**config.mk**
```make
export PLATFORM = sky130hd
export DESIGN_NAME = demux7_capture_flat
export DESIGN_NICKNAME = d
export VERILOG_FILES = /design/src/rtl/demux7_capture_if.sv /design/src/rtl/demux7_capture.sv /design/src/flat_wrapper.sv
export SDC_FILE = /design/constraint.sdc
export NUM_CORES = 1
export LEC_CHECK = 0
export CAP_MARGIN = 30
export CORE_ASPECT_RATIO = 1.25
export CORE_UTILIZATION = 45
export CTS_CLUSTER_SIZE = 30
export DETAILED_ROUTE_END_ITERATION = 8
export GPL_TIMING_DRIVEN = 1
export PLACE_DENSITY = 0.79
export SYNTH_ARGS = -nofsm -noshare
export SYNTH_HDL_FRONTEND = slang
export SYNTH_SLANG_ARGS = --single-unit
```
**constraint.sdc**
```tcl
create_clock -name clock -period 2.6 [get_ports clock]
set_input_delay 0.52 -clock clock [delete_from_list [all_inputs] [get_ports clock]]
set_output_delay 0.52 -clock clock [all_outputs]
set_load 0.02 [all_outputs]
```
**src/rtl/demux7_capture_if.sv**
```systemverilog
// ----------------------------------------------------------------------------
// demux7_capture_if
//   Bundles the control, data and status signals of the 7-slot bit demux.
//   master : drives start/din/din_valid/wr_en/wr_sel, observes the status.
//   slave  : the capture block itself.
//   Signals:
//     start     request to begin a 7-bit sequential capture
//     din       serial data bit
//     din_valid din is meaningful this cycle (capture mode)
//     wr_en     addressed write strobe
//     wr_sel    slot index for an addressed write
//     q         registered slot contents
//     q_valid   a complete frame is held in q
//     ptr       current capture pointer
//     busy      capture in progress
//     done      one-cycle frame-complete pulse
// ----------------------------------------------------------------------------
interface demux7_capture_if #(
  parameter int N     = 7,
  parameter int PTR_W = 3
);
  logic             start;
  logic             din;
  logic             din_valid;
  logic             wr_en;
  logic [PTR_W-1:0] wr_sel;
  logic [N-1:0]     q;
  logic             q_valid;
  logic [PTR_W-1:0] ptr;
  logic             busy;
  logic             done;

  modport master (
    output start, din, din_valid, wr_en, wr_sel,
    input  q, q_valid, ptr, busy, done
  );

  modport slave (
    input  start, din, din_valid, wr_en, wr_sel,
    output q, q_valid, ptr, busy, done
  );
endinterface

```
**src/rtl/demux7_capture.sv**
```systemverilog
// ----------------------------------------------------------------------------
// demux7_capture
//   Steers a serial bit into one of N registered slots, either by an
//   addressed write (wr_sel) or by a sequential frame capture in which an
//   internal pointer walks slots 0..N-1, one bit per valid cycle.
//   Ports:
//     clock  system clock, rising edge
//     reset  asynchronous active-high reset
//     bus    demux7_capture_if.slave (see interface header)
// ----------------------------------------------------------------------------
module demux7_capture #(
  parameter int N     = 7,
  parameter int PTR_W = 3
) (
  input  logic             clock,
  input  logic             reset,
  demux7_capture_if.slave  bus
);

  typedef enum logic [1:0] {
    S_IDLE,
    S_CAPTURE,
    S_DONE
  } state_t;

  localparam logic [PTR_W-1:0] LAST_SLOT = PTR_W'(N - 1);

  state_t           r_state, w_state_next;
  logic [N-1:0]     r_q, w_q_next;
  logic [PTR_W-1:0] r_ptr, w_ptr_next;
  logic             r_q_valid, w_q_valid_next;
  logic             w_wr_ok;

  // Codes N..2**PTR_W-1 do not name a slot; such writes are dropped.
  assign w_wr_ok = bus.wr_en && (32'(bus.wr_sel) < N);

  // NOTE: every signal gets its default first so no path leaves it
  // unassigned -- otherwise synthesis infers a latch.
  always_comb begin
    w_state_next   = r_state;
    w_q_next       = r_q;
    w_ptr_next     = r_ptr;
    w_q_valid_next = r_q_valid;

    unique case (r_state)
      S_IDLE, S_DONE: begin
        // DONE behaves like IDLE for one cycle so back-to-back starts work.
        if (r_state == S_DONE) w_state_next = S_IDLE;
        if (bus.start) begin
          w_state_next   = S_CAPTURE;
          w_q_next       = '0;
          w_ptr_next     = '0;
          w_q_valid_next = 1'b0;
        end else if (w_wr_ok) begin
          w_q_next[bus.wr_sel] = bus.din;
        end
      end

      S_CAPTURE: begin
        if (bus.din_valid) begin
          w_q_next[r_ptr] = bus.din;
          if (r_ptr == LAST_SLOT) begin
            w_ptr_next     = '0;
            w_q_valid_next = 1'b1;
            w_state_next   = S_DONE;
          end else begin
            w_ptr_next = r_ptr + 1'b1;
          end
        end
      end

      default: w_state_next = S_IDLE;
    endcase
  end

  // NOTE: sequential state uses non-blocking assignments so every register
  // samples the pre-edge values, independent of statement order.
  always_ff @(posedge clock or posedge reset) begin
    if (reset) begin
      r_state   <= S_IDLE;
      r_q       <= '0;
      r_ptr     <= '0;
      r_q_valid <= 1'b0;
    end else begin
      r_state   <= w_state_next;
      r_q       <= w_q_next;
      r_ptr     <= w_ptr_next;
      r_q_valid <= w_q_valid_next;
    end
  end

  // All outputs come straight from registers or a decode of r_state.
  assign bus.q       = r_q;
  assign bus.q_valid = r_q_valid;
  assign bus.ptr     = r_ptr;
  assign bus.busy    = (r_state == S_CAPTURE);
  assign bus.done    = (r_state == S_DONE);

endmodule

```
**src/flat_wrapper.sv**
```systemverilog
// flat-port wrapper written by rule: the top's interface ports become plain ports
module demux7_capture_flat 
#(
  parameter int N     = 7,
  parameter int PTR_W = 3
)
  (clock, reset, bus_start, bus_din, bus_din_valid, bus_wr_en, bus_wr_sel, bus_q, bus_q_valid, bus_ptr, bus_busy, bus_done);
  demux7_capture_if #(.N(N), .PTR_W(PTR_W)) bus_i ();
  input  logic clock;
  input  logic reset;
  input wire logic [$bits(bus_i.start)-1:0] bus_start;
  input wire logic [$bits(bus_i.din)-1:0] bus_din;
  input wire logic [$bits(bus_i.din_valid)-1:0] bus_din_valid;
  input wire logic [$bits(bus_i.wr_en)-1:0] bus_wr_en;
  input wire logic [$bits(bus_i.wr_sel)-1:0] bus_wr_sel;
  output wire logic [$bits(bus_i.q)-1:0] bus_q;
  output wire logic [$bits(bus_i.q_valid)-1:0] bus_q_valid;
  output wire logic [$bits(bus_i.ptr)-1:0] bus_ptr;
  output wire logic [$bits(bus_i.busy)-1:0] bus_busy;
  output wire logic [$bits(bus_i.done)-1:0] bus_done;
  assign bus_i.start = bus_start;
  assign bus_i.din = bus_din;
  assign bus_i.din_valid = bus_din_valid;
  assign bus_i.wr_en = bus_wr_en;
  assign bus_i.wr_sel = bus_wr_sel;
  assign bus_q = bus_i.q;
  assign bus_q_valid = bus_i.q_valid;
  assign bus_ptr = bus_i.ptr;
  assign bus_busy = bus_i.busy;
  assign bus_done = bus_i.done;
  demux7_capture #(.N(N), .PTR_W(PTR_W)) u_core (.clock(clock), .reset(reset), .bus(bus_i));
endmodule
```
==> summary.md <==
| Metric | Value |
|---|---|
| Result of the run | `finished, final reports clean` |
| Ant. Diodes | `0` |
| Net count after synthesis | `roughly 120` |
| CORE AREA | `about 2000 µm²` |
| Hold WC Path Type | `reg2reg` |
| M1 WL | `slightly above 900 µm` |
| Setup bufs post-CTS | `0` |
| Tmin final | `2020 ps` |
| Yosys cell types | `35` |
| Slew HR | `about 66%` |
| CTS clock-pin slew for the worst setup and hold paths | `about 90 ps` |
| TritonCTS Buffers | `3` |
| Share of layout cells above drive strength 1 | `just over 10%` |
| Crit path max-delay cell type | `clkdlybuf4s50_1` |
| Reg2reg setup slack | `between 1000 and 1500 ps` |
| Met2 WL | `1110 µm` |
| Worst r2r src | `u_core.r_state[1]` |
| Setup_tns | `0 ps` |
| Top-Level Pins | `22` |
| Period utilization | `between 70% and 80%` |
| Top delay family on crit path | `buffers and inverters` |
| Most numerous cell in the Yosys netlist | `dfrtp_1` |
| Area leader, netlist | `dfrtp_1` |
| Die height | `53.6 µm` |
| CP Data Required Time | `between 2000 and 2500 ps` |
| Congestion Overflow GR | `0` |
| CP bufs+invs | `1` |
| Post-synthesis sequential area ratio | `roughly a third` |
| Crit path cell chain | `clkdlybuf4s50_1` |
| Synth area leaders | `dfrtp_1 34%, clkbuf_8 5.7%, inv_1 3.9%` |
| Post-CTS Hold Buffers | `0` |
| CTS tree | `built` |
| Setup Crit Path Kind | `reg2out` |
| Vias | `about 860` |
| Yosys warnings | `0` |
| Die Wd | `roughly 43 µm` |
| Drt wl/cell | `around 15 µm` |
| Routed length on met3 | `around 88 µm` |
| DR iter-0 viols | `46` |
| Post-synthesis average cell area | `a little under 9 µm²` |
| Clock skew | `1.54 ps` |
| Design area | `1160 µm²` |
| Total Wirelength | `between 2000 and 2500 µm` |
| Fmax | `494 MHz` |
| R2r endpoint | `u_core.bus.q[3]` |
| Final Hold Viols | `0` |
| Top sig layer | `met4` |
| Cell count after synthesis | `108` |
| Share of async-settable or async-resettable flops after synthesis | `between 90% and 100%` |
| Clk sink count | `13` |
| Critical path depth in cells | `1` |
| Top cell type's share of synthesized area | `33.9%` |
| Worst path max stage delay | `approximately 670 ps` |
| Layout area overhead | `20.6%` |
| Residual DRC count | `0` |
| Maximum capacitance violations | `0` |
| Finish-stage setup viols | `0` |
| Clock latency on the worst-skew pair | `290 ps` |
| Largest net degree at the start of global routing | `18` |
| Fill cells | `~200` |
| Leakage | `~0.46 nW` |
| Crit path max fanout | `12` |
| First-pass detailed-route iteration total | `4` |
| Synth cell count leaders | `13 x dfrtp_1, 10 x inv_1, 10 x nor2_1` |
| P per Cell Area | `approximately 1100 nW/µm²` |
| # rows | `18` |
| Worst r2r path cells | `5` |
| Worst-margin pin slew | `516 ps` |
| Startpoint type of the worst setup path | `flip-flop` |
| Post-synthesis register bit count | `13` |
| VDD IR max | `about 0.5 mV` |
| Vias in the first global route | `a little over 800` |
| Area after DPL | `between 1000 and 1500 µm²` |
| First-pass GRT wire length | `between 3000 and 4000 µm` |
| Total GRT Usage | `between 20% and 30%` |
| Multi-input logic area | `~510 µm²` |
| Synth Cell Area | `between 900 and 1000 µm²` |
| Max-slew violation count | `0` |
| Routability Congestion | `0.870` |
| Port Buffers | `21` |
| CTS-repair resized insts | `0` |
| Arr. time, crit path | `about 1500 ps` |
| Final HPWL from detailed placement | `~1600 µm` |
| Die area | `2320 µm²` |
| CP Capture Type | `primary output` |
| Synth Flop Type | `dfrtp_1` |
| Initial Util | `48.4%` |
| Post-layout nets | `roughly 140` |
| FF+latch area | `~330 µm²` |
| Clock root buffer | `clkbuf_4` |
| Number of enable flip-flop cells after synthesis | `0` |
| CP Launch Point | `u_core.bus.ptr[0]` |
| H-tree depth | `1` |
| Initial antenna violation count | `0` |
| Clock buffer depth | `2` |
| Via-per-instance ratio | `5.79` |
| Post-route ant nets | `0` |
| CP endpoint | `bus_ptr[0]` |
| RSZ-0062 raised after global routing | `false` |
[through the flow]
stage / power [mW] / setup slack [ps] / instances / util, % / hold WS, ps
2_1_floorplan: 0.931 / 1050 / 108 / - / 397
3_3_place_gp: 1.11 / 449 / 145 / 57.1 / 485
3_5_place_dp: 1.12 / 386 / 145 / 57.1 / 513
4_1_cts: 1.26 / 554 / 149 / 58.4 / 526
5_1_grt: 1.35 / 500 / 149 / 58.4 / 550
6_report: 1.26 / 578 / 149 / 58.4 / 521
[worst min-delay path by stage]
stage / from / depth (start not counted) / to / slack [ps]
after floorplan: reset / 1 / u_core.bus.ptr[0] / 400
after global placement: u_core.bus.q_valid / 2 / u_core.bus.q_valid / 490
after detailed placement: u_core.bus.q[5] / 2 / u_core.bus.q[5] / 510
after CTS: u_core.bus.q[5] / 2 / u_core.bus.q[5] / 530
after global routing: u_core.bus.q[5] / 2 / u_core.bus.q[5] / 550
final: u_core.bus.q[6] / 2 / u_core.bus.q[6] / 520
[metal layers]
metal | vias to the layer above | global-route usage, %
met4 | 0 | 14.1
li1 | 432 | -
met3 | 6 | 4.36
met5 | - | 0
met1 | 394 | 25.8
met2 | 31 | 36.1
[report_power, final]
group / leakage (nW) / internal [mW] / switching, mW
clock: 0.0150 / 0.0597 / 0.0754
combinational: 0.276 / 0.358 / 0.385
sequential: 0.167 / 0.285 / 0.0939
[cells by family (layout without fill, tap and decap cells)]
| family | count (synthesis) | after routing | share of synthesized area, % |
|---|---|---|---|
| flip-flops | 13 | 13 | 33.9 |
| multiplexers | 1 | 1 | 1.04 |
| buffers and inverters | 17 | 38 | 12.9 |
| AO/OA/AOI/OAI | 31 | 31 | 24.5 |
| AND/OR/NAND/NOR | 46 | 46 | 27.6 |
[final cells by class]
| class | instances | share of cell area (%) |
|---|---|---|
| Timing Repair Buffer | 24 | 20.1 |
| Multi-Input combinational cell | 78 | 44.1 |
| Inverter | 10 | 3.24 |
| Sequential cell | 13 | 28.1 |
| Tap cell | 20 | 2.16 |
| Clock buffer | 4 | 2.27 |
[cell usage in the layout, fill, tap and decap left out, drive strengths merged, types with 5 or more instances in the layout]
master         synthesis  layout
clkdlybuf4s50          0      21
dfrtp                 13      13
o22ai                  6       6
nand2b                 5       5
nand3                  6       6
a21oi                  6       6
o21ai                  5       5
inv                   10      10
nor2                  10      10
[registers in the layout (all words and copies together), names as in the netlist]
register            flops
u_core.bus.q_valid      1
u_core.r_state          2
u_core.bus.q            7
u_core.bus.ptr          3
[worst reg2reg max path, cell delays in order (launching register included)]
cell,delay [ps]
dfrtp_1,380
nand2b_1,150
buf_4,190
or3_1,380
a21oi_1,170
o22ai_1,90
(Power assumes the default switching activity.)
